<file path="config.mk">
export PLATFORM = sky130hd
export DESIGN_NAME = mastermind_engine
export DESIGN_NICKNAME = d
export VERILOG_FILES = /design/src/rtl/mastermind_engine.sv
export SDC_FILE = /design/constraint.sdc
export NUM_CORES = 1
export LEC_CHECK = 0
export CAP_MARGIN = 20
export CORE_MARGIN = 1
export CORE_UTILIZATION = 60
export DETAILED_ROUTE_END_ITERATION = 16
export PLACE_DENSITY = 0.81
export SETUP_SLACK_MARGIN = 0.02
export SLEW_MARGIN = 15
export SYNTH_ARGS = -nofsm -noshare
export SYNTH_HDL_FRONTEND = slang
export SYNTH_SLANG_ARGS = --single-unit
export TNS_END_PERCENT = 1
</file>
<file path="constraint.sdc">
create_clock -name clk -period 8.7 [get_ports clk]
set_clock_uncertainty 0.05 [all_clocks]
set_input_delay 2.175 -clock clk [delete_from_list [all_inputs] [get_ports clk]]
set_output_delay 2.175 -clock clk [all_outputs]
set_load 0.02 [all_outputs]
</file>
<file path="src/rtl/mastermind_engine.sv">
// Mastermind game engine: loads a secret code and guesses one peg per key press.
// Each guess is scored by exact and colour-partial counts, then a win or loss is declared.
module mastermind_engine #(
   parameter  int PEGS        = 4,
   parameter  int COLOR_BITS  = 3,
   parameter  int MAX_GUESSES = 8,
   localparam int NCOLORS     = 1 << COLOR_BITS,
   localparam int CW          = $clog2(PEGS + 1),
   localparam int GW          = $clog2(MAX_GUESSES + 1),
   localparam int IW          = (PEGS > 1) ? $clog2(PEGS) : 1
) (
   input  logic                  clk,
   input  logic                  reset,
   input  logic                  load,
   input  logic [COLOR_BITS-1:0] peg_in,
   input  logic                  new_game,
   output logic [1:0]            phase,
   output logic [IW-1:0]         peg_index,
   output logic [GW-1:0]         guess_count,
   output logic [CW-1:0]         exact_count,
   output logic [CW-1:0]         partial_count,
   output logic                  score_valid,
   output logic                  win,
   output logic                  lose
);

   typedef enum logic [2:0] {
      S_LOAD, S_LOAD_WAIT, S_GUESS, S_GUESS_WAIT, S_SCORE, S_DONE
   } state_t;

   localparam logic [IW-1:0]       I_LAST = IW'(PEGS - 1);
   localparam logic [GW-1:0]       G_MAX  = GW'(MAX_GUESSES);
   localparam logic [CW-1:0]       C_FULL = CW'(PEGS);
   localparam logic [COLOR_BITS:0] C_END  = (COLOR_BITS + 1)'(NCOLORS);

   state_t r_state;
   state_t w_next;

   logic [PEGS-1:0][COLOR_BITS-1:0] r_code;
   logic [PEGS-1:0][COLOR_BITS-1:0] r_guess;
   logic [IW-1:0]       r_idx;
   logic [GW-1:0]       r_gc;
   logic [CW-1:0]       r_exact;
   logic [CW-1:0]       r_partial;
   logic [CW-1:0]       r_acc;
   logic [COLOR_BITS:0] r_c;
   logic                r_sv;
   logic                r_win;
   logic                r_lose;
   logic                r_armed;

   logic                  w_last;
   logic                  w_cap;
   logic                  w_scan_end;
   logic                  w_win;
   logic                  w_lose;
   logic [COLOR_BITS-1:0] w_col;
   logic [CW-1:0]         w_nc;
   logic [CW-1:0]         w_ng;
   logic [CW-1:0]         w_min;
   logic [CW-1:0]         w_ex;
   logic [GW-1:0]         w_gc_inc;

   assign w_last     = (r_idx == I_LAST);
   assign w_cap      = load & r_armed;
   assign w_scan_end = (r_c == C_END);
   assign w_col      = r_c[COLOR_BITS-1:0];
   assign w_gc_inc   = r_gc + GW'(1);
   assign w_win      = (w_ex == C_FULL);
   assign w_lose     = (w_gc_inc == G_MAX);
   assign w_min      = (w_nc < w_ng) ? w_nc : w_ng;

   // Per-colour occurrence counts for the colour under scan, plus exact hits
   always_comb begin
      w_nc = '0;
      w_ng = '0;
      w_ex = '0;
      for (int i = 0; i < PEGS; i++) begin
         if (r_code[i] == w_col)    w_nc = w_nc + CW'(1);
         if (r_guess[i] == w_col)   w_ng = w_ng + CW'(1);
         if (r_code[i] == r_guess[i]) w_ex = w_ex + CW'(1);
      end
   end

   always_ff @(posedge clk or posedge reset) begin
      if (reset) r_state <= S_LOAD;
      else       r_state <= w_next;
   end

   always_comb begin
      w_next = r_state;
      if (new_game) begin
         w_next = S_LOAD;
      end else begin
         case (r_state)
            S_LOAD:       if (w_cap) w_next = S_LOAD_WAIT;
            S_LOAD_WAIT:  if (!load) w_next = w_last ? S_GUESS : S_LOAD;
            S_GUESS:      if (w_cap) w_next = S_GUESS_WAIT;
            S_GUESS_WAIT: if (!load) w_next = w_last ? S_SCORE : S_GUESS;
            S_SCORE: begin
               if (w_scan_end) begin
                  if (w_win || w_lose) w_next = S_DONE;
                  else                 w_next = S_GUESS;
               end
            end
            S_DONE:  w_next = S_DONE;
            default: w_next = S_LOAD;
         endcase
      end
   end

   always_comb begin
      phase = 2'd0;
      case (r_state)
         S_GUESS, S_GUESS_WAIT: phase = 2'd1;
         S_SCORE:               phase = 2'd2;
         S_DONE:                phase = 2'd3;
         default:               phase = 2'd0;
      endcase
   end

   assign peg_index     = r_idx;
   assign guess_count   = r_gc;
   assign exact_count   = r_exact;
   assign partial_count = r_partial;
   assign score_valid   = r_sv;
   assign win           = r_win;
   assign lose          = r_lose;

   // A press only counts once load has been seen low since the last new_game
   always_ff @(posedge clk or posedge reset) begin
      if (reset)         r_armed <= 1'b0;
      else if (new_game) r_armed <= 1'b0;
      else if (!load)    r_armed <= 1'b1;
   end

   always_ff @(posedge clk or posedge reset) begin
      if (reset) begin
         r_code    <= '0;
         r_guess   <= '0;
         r_idx     <= '0;
         r_gc      <= '0;
         r_exact   <= '0;
         r_partial <= '0;
         r_acc     <= '0;
         r_c       <= '0;
         r_sv      <= 1'b0;
         r_win     <= 1'b0;
         r_lose    <= 1'b0;
      end else if (new_game) begin
         r_code    <= '0;
         r_guess   <= '0;
         r_idx     <= '0;
         r_gc      <= '0;
         r_exact   <= '0;
         r_partial <= '0;
         r_acc     <= '0;
         r_c       <= '0;
         r_sv      <= 1'b0;
         r_win     <= 1'b0;
         r_lose    <= 1'b0;
      end else begin
         r_sv <= 1'b0;
         case (r_state)
            S_LOAD: if (w_cap) r_code[r_idx] <= peg_in;
            S_LOAD_WAIT: begin
               if (!load) r_idx <= w_last ? '0 : r_idx + IW'(1);
            end
            S_GUESS: if (w_cap) r_guess[r_idx] <= peg_in;
            S_GUESS_WAIT: begin
               if (!load) begin
                  r_idx <= w_last ? '0 : r_idx + IW'(1);
                  r_c   <= '0;
                  r_acc <= '0;
               end
            end
            S_SCORE: begin
               if (!w_scan_end) begin
                  r_acc <= r_acc + w_min;
                  r_c   <= r_c + (COLOR_BITS + 1)'(1);
               end else begin
                  r_exact   <= w_ex;
                  r_partial <= r_acc - w_ex;
                  r_gc      <= w_gc_inc;
                  r_sv      <= 1'b1;
                  r_win     <= w_win;
                  r_lose    <= !w_win && w_lose;
               end
            end
            default: ;
         endcase
      end
   end

endmodule

</file>
# --- Yosys cells after proc, flatten, opt, wreduce, memory -nomap -nowiden ---
# Cells that the tools add are included.
totals:
  mem_bits_rw: 0
  register_bits: 50
  n_memories: 0
  latchBits: 0
  out_inout_bits: 17
  wordCells: 151
  in_bits: 7
  rom_bits: 0
classes:
  bitwise: 1
  eq_ne: 28
  n_addsub: 14
  muxes: 66
  shift: 0
  mul: 0
  n_lt_le_gt_ge: 3
  reduce_logical: 20
  div_mod_pow: 0
op_table:
  columns: ["cell", "n"]
  rows:
  - ["2-to-1 mux 3 bit", 28]
  - ["2-to-1 mux 12 bit", 6]
  - ["equality test 3 bit", 12]
  - ["adder 3 x 1 -> 3 bit, second input constant", 9]
  - ["bitwise mux 12 bit", 2]
  - ["2-to-1 mux 4 bit", 6]
  - ["inequality test 3 bit, second input constant", 6]
  - ["one-hot mux 3 bit (6 select lines)", 1]
  - ["2-to-1 mux 1 bit", 14]
  - ["nonzero test 2 bit", 6]
  - ["2-to-1 mux 2 bit", 5]
  - ["equality test 3 bit, second input constant", 3]
  - ["adder 4 x 1 -> 4 bit, second input constant", 2]
  - ["equality test 4 bit, second input constant", 2]
  - ["one-hot mux 4 bit (2 select lines)", 1]
  - ["AND reduction 2 bit", 4]
  - ["demux 3 bit (select 2 bit)", 1]
  - ["equality test 3 x 2 -> 1 bit, second input constant", 2]
  - ["one-hot mux 2 bit (3 select lines)", 1]
  - ["one-hot mux 3 bit (2 select lines)", 1]
  - ["AND reduction 5 bit", 1]
  - ["OR reduction 2 bit", 2]
  - ["adder 3 bit", 1]
  - ["equality test 3 x 1 -> 1 bit, second input constant", 1]
  - ["other kinds (14)", 15]

# --- Depth between registers and ports, before layout ---
depth:
  depth_word: 14
  depth_mapped: 22
  depth_no_buf: 21

# --- Least setup slack after synthesis ---
# No wires, ideal clock.
synth_path:
  path_type: "reg2reg"
  start: "reg r_c[0]"
  end: "reg r_acc[2]"
  arrival_time_ps: 3714
  synth_period_minus_slack_ps: 3886
  setup_time_ps: 122
  path_slack_ps: 4814
  n_path_buf: 1
  t_required_ps: 8528
  stages_incl_launch_ff: 22
  path_cell_list: "dfrtp_1 buf_4 xnor2_1 and3_1 inv_1 ha_1 nor4_1 or2_2 ha_1 nand4b_1 o31ai_1 inv_1 ha_1 or2_2 a21oi_1 nor2_1 a21oi_1 ha_1 fa_1 xnor2_1 nor2_1 a32o_1"
synth_via:
  elab_chain_len: 14
  word_cells_on_any_way: 31
  classes_between: "add/sub: 7; order compare: 1; eq/ne: 10; mux: 12; reduce/logical: 1"
synth_rtl:
  columns: ["element", "line_no", "text"]
  rows:
  - ["from (decl)", "46", "logic [COLOR_BITS:0] r_c;"]
  - ["from (signal assigned)", "180", "r_c <= r_c + (COLOR_BITS + 1)'(1);"]
  - ["equality test 3 bit (on tied branches)", "79, 80", null]
  - ["2-to-1 mux 1 bit (on tied branches)", "79, 80", null]
  - ["adder 3 x 1 -> 3 bit (on tied branches)", "79, 80", null]
  - ["2-to-1 mux 3 bit (on tied branches)", "79, 80", null]
  - ["adder 3 x 1 -> 3 bit (on tied branches)", "79, 80", null]
  - ["2-to-1 mux 3 bit (on tied branches)", "79, 80", null]
  - ["adder 3 x 1 -> 3 bit (on tied branches)", "79, 80", null]
  - ["2-to-1 mux 3 bit (on tied branches)", "79, 80", null]
  - ["< comparator 3 bit", "71", "assign w_min = (w_nc < w_ng) ? w_nc : w_ng;"]
  - ["2-to-1 mux 3 bit", "71", null]
  - ["adder 3 bit", "179", "r_acc <= r_acc + w_min;"]
  - ["2-to-1 mux 3 bit", "178", "if (!w_scan_end) begin"]
  - ["one-hot mux 3 bit (2 select lines)", "164", "case (r_state)"]
  - ["2-to-1 mux 3 bit", "150", "end else if (new_game) begin"]
  - ["to (signal assigned)", "179", null]
  - ["to (decl)", "45", "logic [CW-1:0] r_acc;"]
# Several ways; a longest one is shown, not always the timed one. The select of a mux whose other input is x is not followed.
# A chain may end at the register's enable or synchronous reset.

# --- Worst setup path after layout ---
# Same ends and word-level chain as after synthesis.

==> out/qor.yml <==
layout:
  seq_area_sq_um: 1250
  final_nets: 434
  fill_cells: 436
  area_growth_pct: 10.4
  drive_gt1_frac: 0.0524
  num_antenna_cells: 0
  multi_input_area_sq_um: 1970
cts:
  ctsHoldBuffers: 0
  h-tree-depth: 2
  cts_tree: "built"
  cts_post_setup_buffers_inserted: 0
  clkSinkCount: 50
  cts_root_buf: "clkbuf_8"
  cts_buffers: 5
  clk_pin_slew_ns: 0.09
  clk_latency_ns: 0.30
  cts.repair.resized: 0
  cts_max_path_buffers: 2
synth:
  syn-mean-instance-area_sq_um: 8.88
  syn_inst: 386
  synth-seq-cells: 50
  syn-num-nets: 420
  synth_area_leaders: "dfrtp_1 36%, xnor2_1 9.7%, ha_1 9.1%, nand2_1 5.7%, nand3_1 5.3%"
  synth_cell_types: 53
  synthArstFlopShare: 1.00
  ys_warn_count: 0
  synthTopCellsByCount: "52 x nand2_1, 50 x dfrtp_1, 38 x xnor2_1"
  seq_area_frac_synth: 0.365
  ys.flop_type: "dfrtp_1"
  yosys.area.top_type: "dfrtp_1"
  yosysTopAreaCellShare: 0.365
  netlist_area_sq_um: 3430
  yosysMostFrequentCell: "nand2_1"
  synth_edf_count: 0
setup_path:
  slowest_stage: "dfrtp_1"
  crit_family: "simple AND/OR/NAND/NOR gates"
  crit_type: "flip-flop to flip-flop"
  cp.required_ns: 8.85
  r2r_setup_slack_ns: 4.35
  cp_common_cell: "ha_1"
  cp_num_buf_inv: 2
  cp-start-kind: "flip-flop"
  path_max_fanout: 13
  cp_data_arrival_time_ns: 4.50
  slowest_delay_ns: 0.70
  end_kind: "flip-flop"
  cp_cell_sequence: "xnor2_1, and3_1, inv_1, ha_1, nor4_1, or2_2, ha_1, nand4b_1, o31ai_1, inv_1, ha_1, or2_2, a21oi_1, nor2_1, a21oi_1, ha_1, fa_1, xnor2_1, nor2_1, a32o_1"
timing:
  slew-limit-headroom: 0.431
  worst_pin_slew_ns: 0.852
  tns_ns: 0
  fmax_mhz: 230
  hold_viol_final: 0
  setup_ws_ns: 4.35
  period_needed_ns: 4.35
  whs_ns: 0.445
  rsz0062_at_grt: "false"
  post-route-period-util: 0.500
  final_max_slew_viol_count: 0
  setup_viol: 0
power:
  p_total_uw: 556
  leakagePower_uw: 0.00169
  p_per_area_nw_per_um2: 147
  vdd_drop_max_mv: 0.139
global_route:
  grt_pass1_vias: 2553
  grt_use_met3: 0.0447
  grt_first_pass_wirelength_mm: 12.0
  grt_antenna_before_repair: 0
  grt_max_degree: 51
  grtUsageTotal: 0.249
  use_met1: 0.350
  grt_util_met2: 0.392
  gr-total-overflow: 0
  busiest_layer: "met2"
drt:
  via_per_inst: 5.80
  wl_per_cell_microns: 14.8
  dr_total_vias: 2743
  drt_drc_violations_left: 0
  dr.pass1.iters: 5
  routed_wirelength_mm: 7.00
  drt_iter0_drc: 159
  ant_nets: 0
floorplanning:
  io_pins: 24
  die-area_sq_um: 6020
  coreArea_sq_um: 5510
  die_height_microns: 77.6
  initial_core_util: 0.623
  rows: 27
  fp.dieW_microns: 77.6
hold_path:
  hold_path_class: "flip-flop to flip-flop"
flow_run:
  drv_cap: 0
placement:
  portBuffers: 23
  gp_congestion: 0.807
  dp_hpwl_mm: 5.20
  dp_slack_ns: 4.37
outcome:
  status: "complete, no violations"
==> path summary, 6_finish.rpt <==
| path | startpoint | end | cells after the start |
|---|---|---|---|
| worst max-delay path | r_c[0] | r_acc[2] | 20 |
| max in group asynchronous | reset | r_guess[0] | 2 |
| min in group asynchronous | reset | r_state[0] | 2 |
| worst min-delay path | partial_count[2] | partial_count[2] | 2 |
| worst max register to register | r_c[0] | r_acc[2] | 20 |
| worst min register to register | partial_count[2] | partial_count[2] | 2 |
==> layer usage <==
layer  vias up  wire length (microns)
met3         8                    247
li1       1349                      -
met2        55                   3310
met5         -                      0
met4         0                     91
met1      1331                   3350
==> cell families (layout without fill, tap and decap cells) <==
| family | Yosys count | after routing | share of synthesized area |
|---|---|---|---|
| AO/OA/AOI/OAI | 69 | 69 | 0.134 |
| XOR/XNOR | 54 | 54 | 0.138 |
| adder cells (fa/ha/maj) | 27 | 27 | 0.103 |
| buffers and inverters | 47 | 62 | 0.0595 |
| flip-flops | 50 | 50 | 0.365 |
| multiplexers | 4 | 4 | 0.0117 |
| AND/OR/NAND/NOR | 135 | 135 | 0.189 |
==> power breakdown <==
group	internal, uW	switching (uW)	total (uW)
sequential	238	10.7	248
combinational	61.8	89.5	151
clock	80.4	76.2	157
total	380	176	556
==> flip-flops by register name, summed over array words and instances (netlist names) <==
signal and count:
win 1, peg_index 2, score_valid 1, r_state 3, r_guess 12, r_acc 3
r_code 12, guess_count 4, partial_count 3, exact_count 3, r_armed 1, r_c 4
lose 1
==> worst register-to-register path, delay by kind of cell, from the launching register on <==
family	cells	cell delay, ns
compound gates	4	0.66
xor+xnor	2	0.32
fa+ha+maj	5	1.09
buf+inv	2	0.13
flops	1	0.70
simple gates	7	1.30
==> stage by stage <==
| stage | cells | area, sq um | utilization |
|---|---|---|---|
| finish | 473 | 3780 | 0.687 |
| global route | 473 | 3780 | 0.687 |
| CTS | 473 | 3780 | 0.687 |
| detailed placement | 465 | 3670 | 0.667 |
| global placement | 465 | 3670 | 0.667 |
| floorplan | 386 | 3430 | - |
==> cell type report <==
type,count,share of cell area
clock buffers,8,0.0291
inverters,28,0.0281
multi-input cells,289,0.522
flip-flops and latches,50,0.331
well taps,72,0.0238
repair buffers,26,0.0668
==> layout by cell type, fill, tap and decap left out, drive strengths merged, types with 3 or more instances in the layout <==
master and instances:
inv 26, o31ai 3, xor2 16, nor2 18, xnor2 38, dfrtp 50, clkbuf 8, buf 3
nand3 36, a22o 5, mux2i 4, nand4 3, nor3 9, ha 25, a21oi 32, o21ai 9
and3 6, nand2 52, clkdlybuf4s50 23
Power figures use the tool's default switching activity.
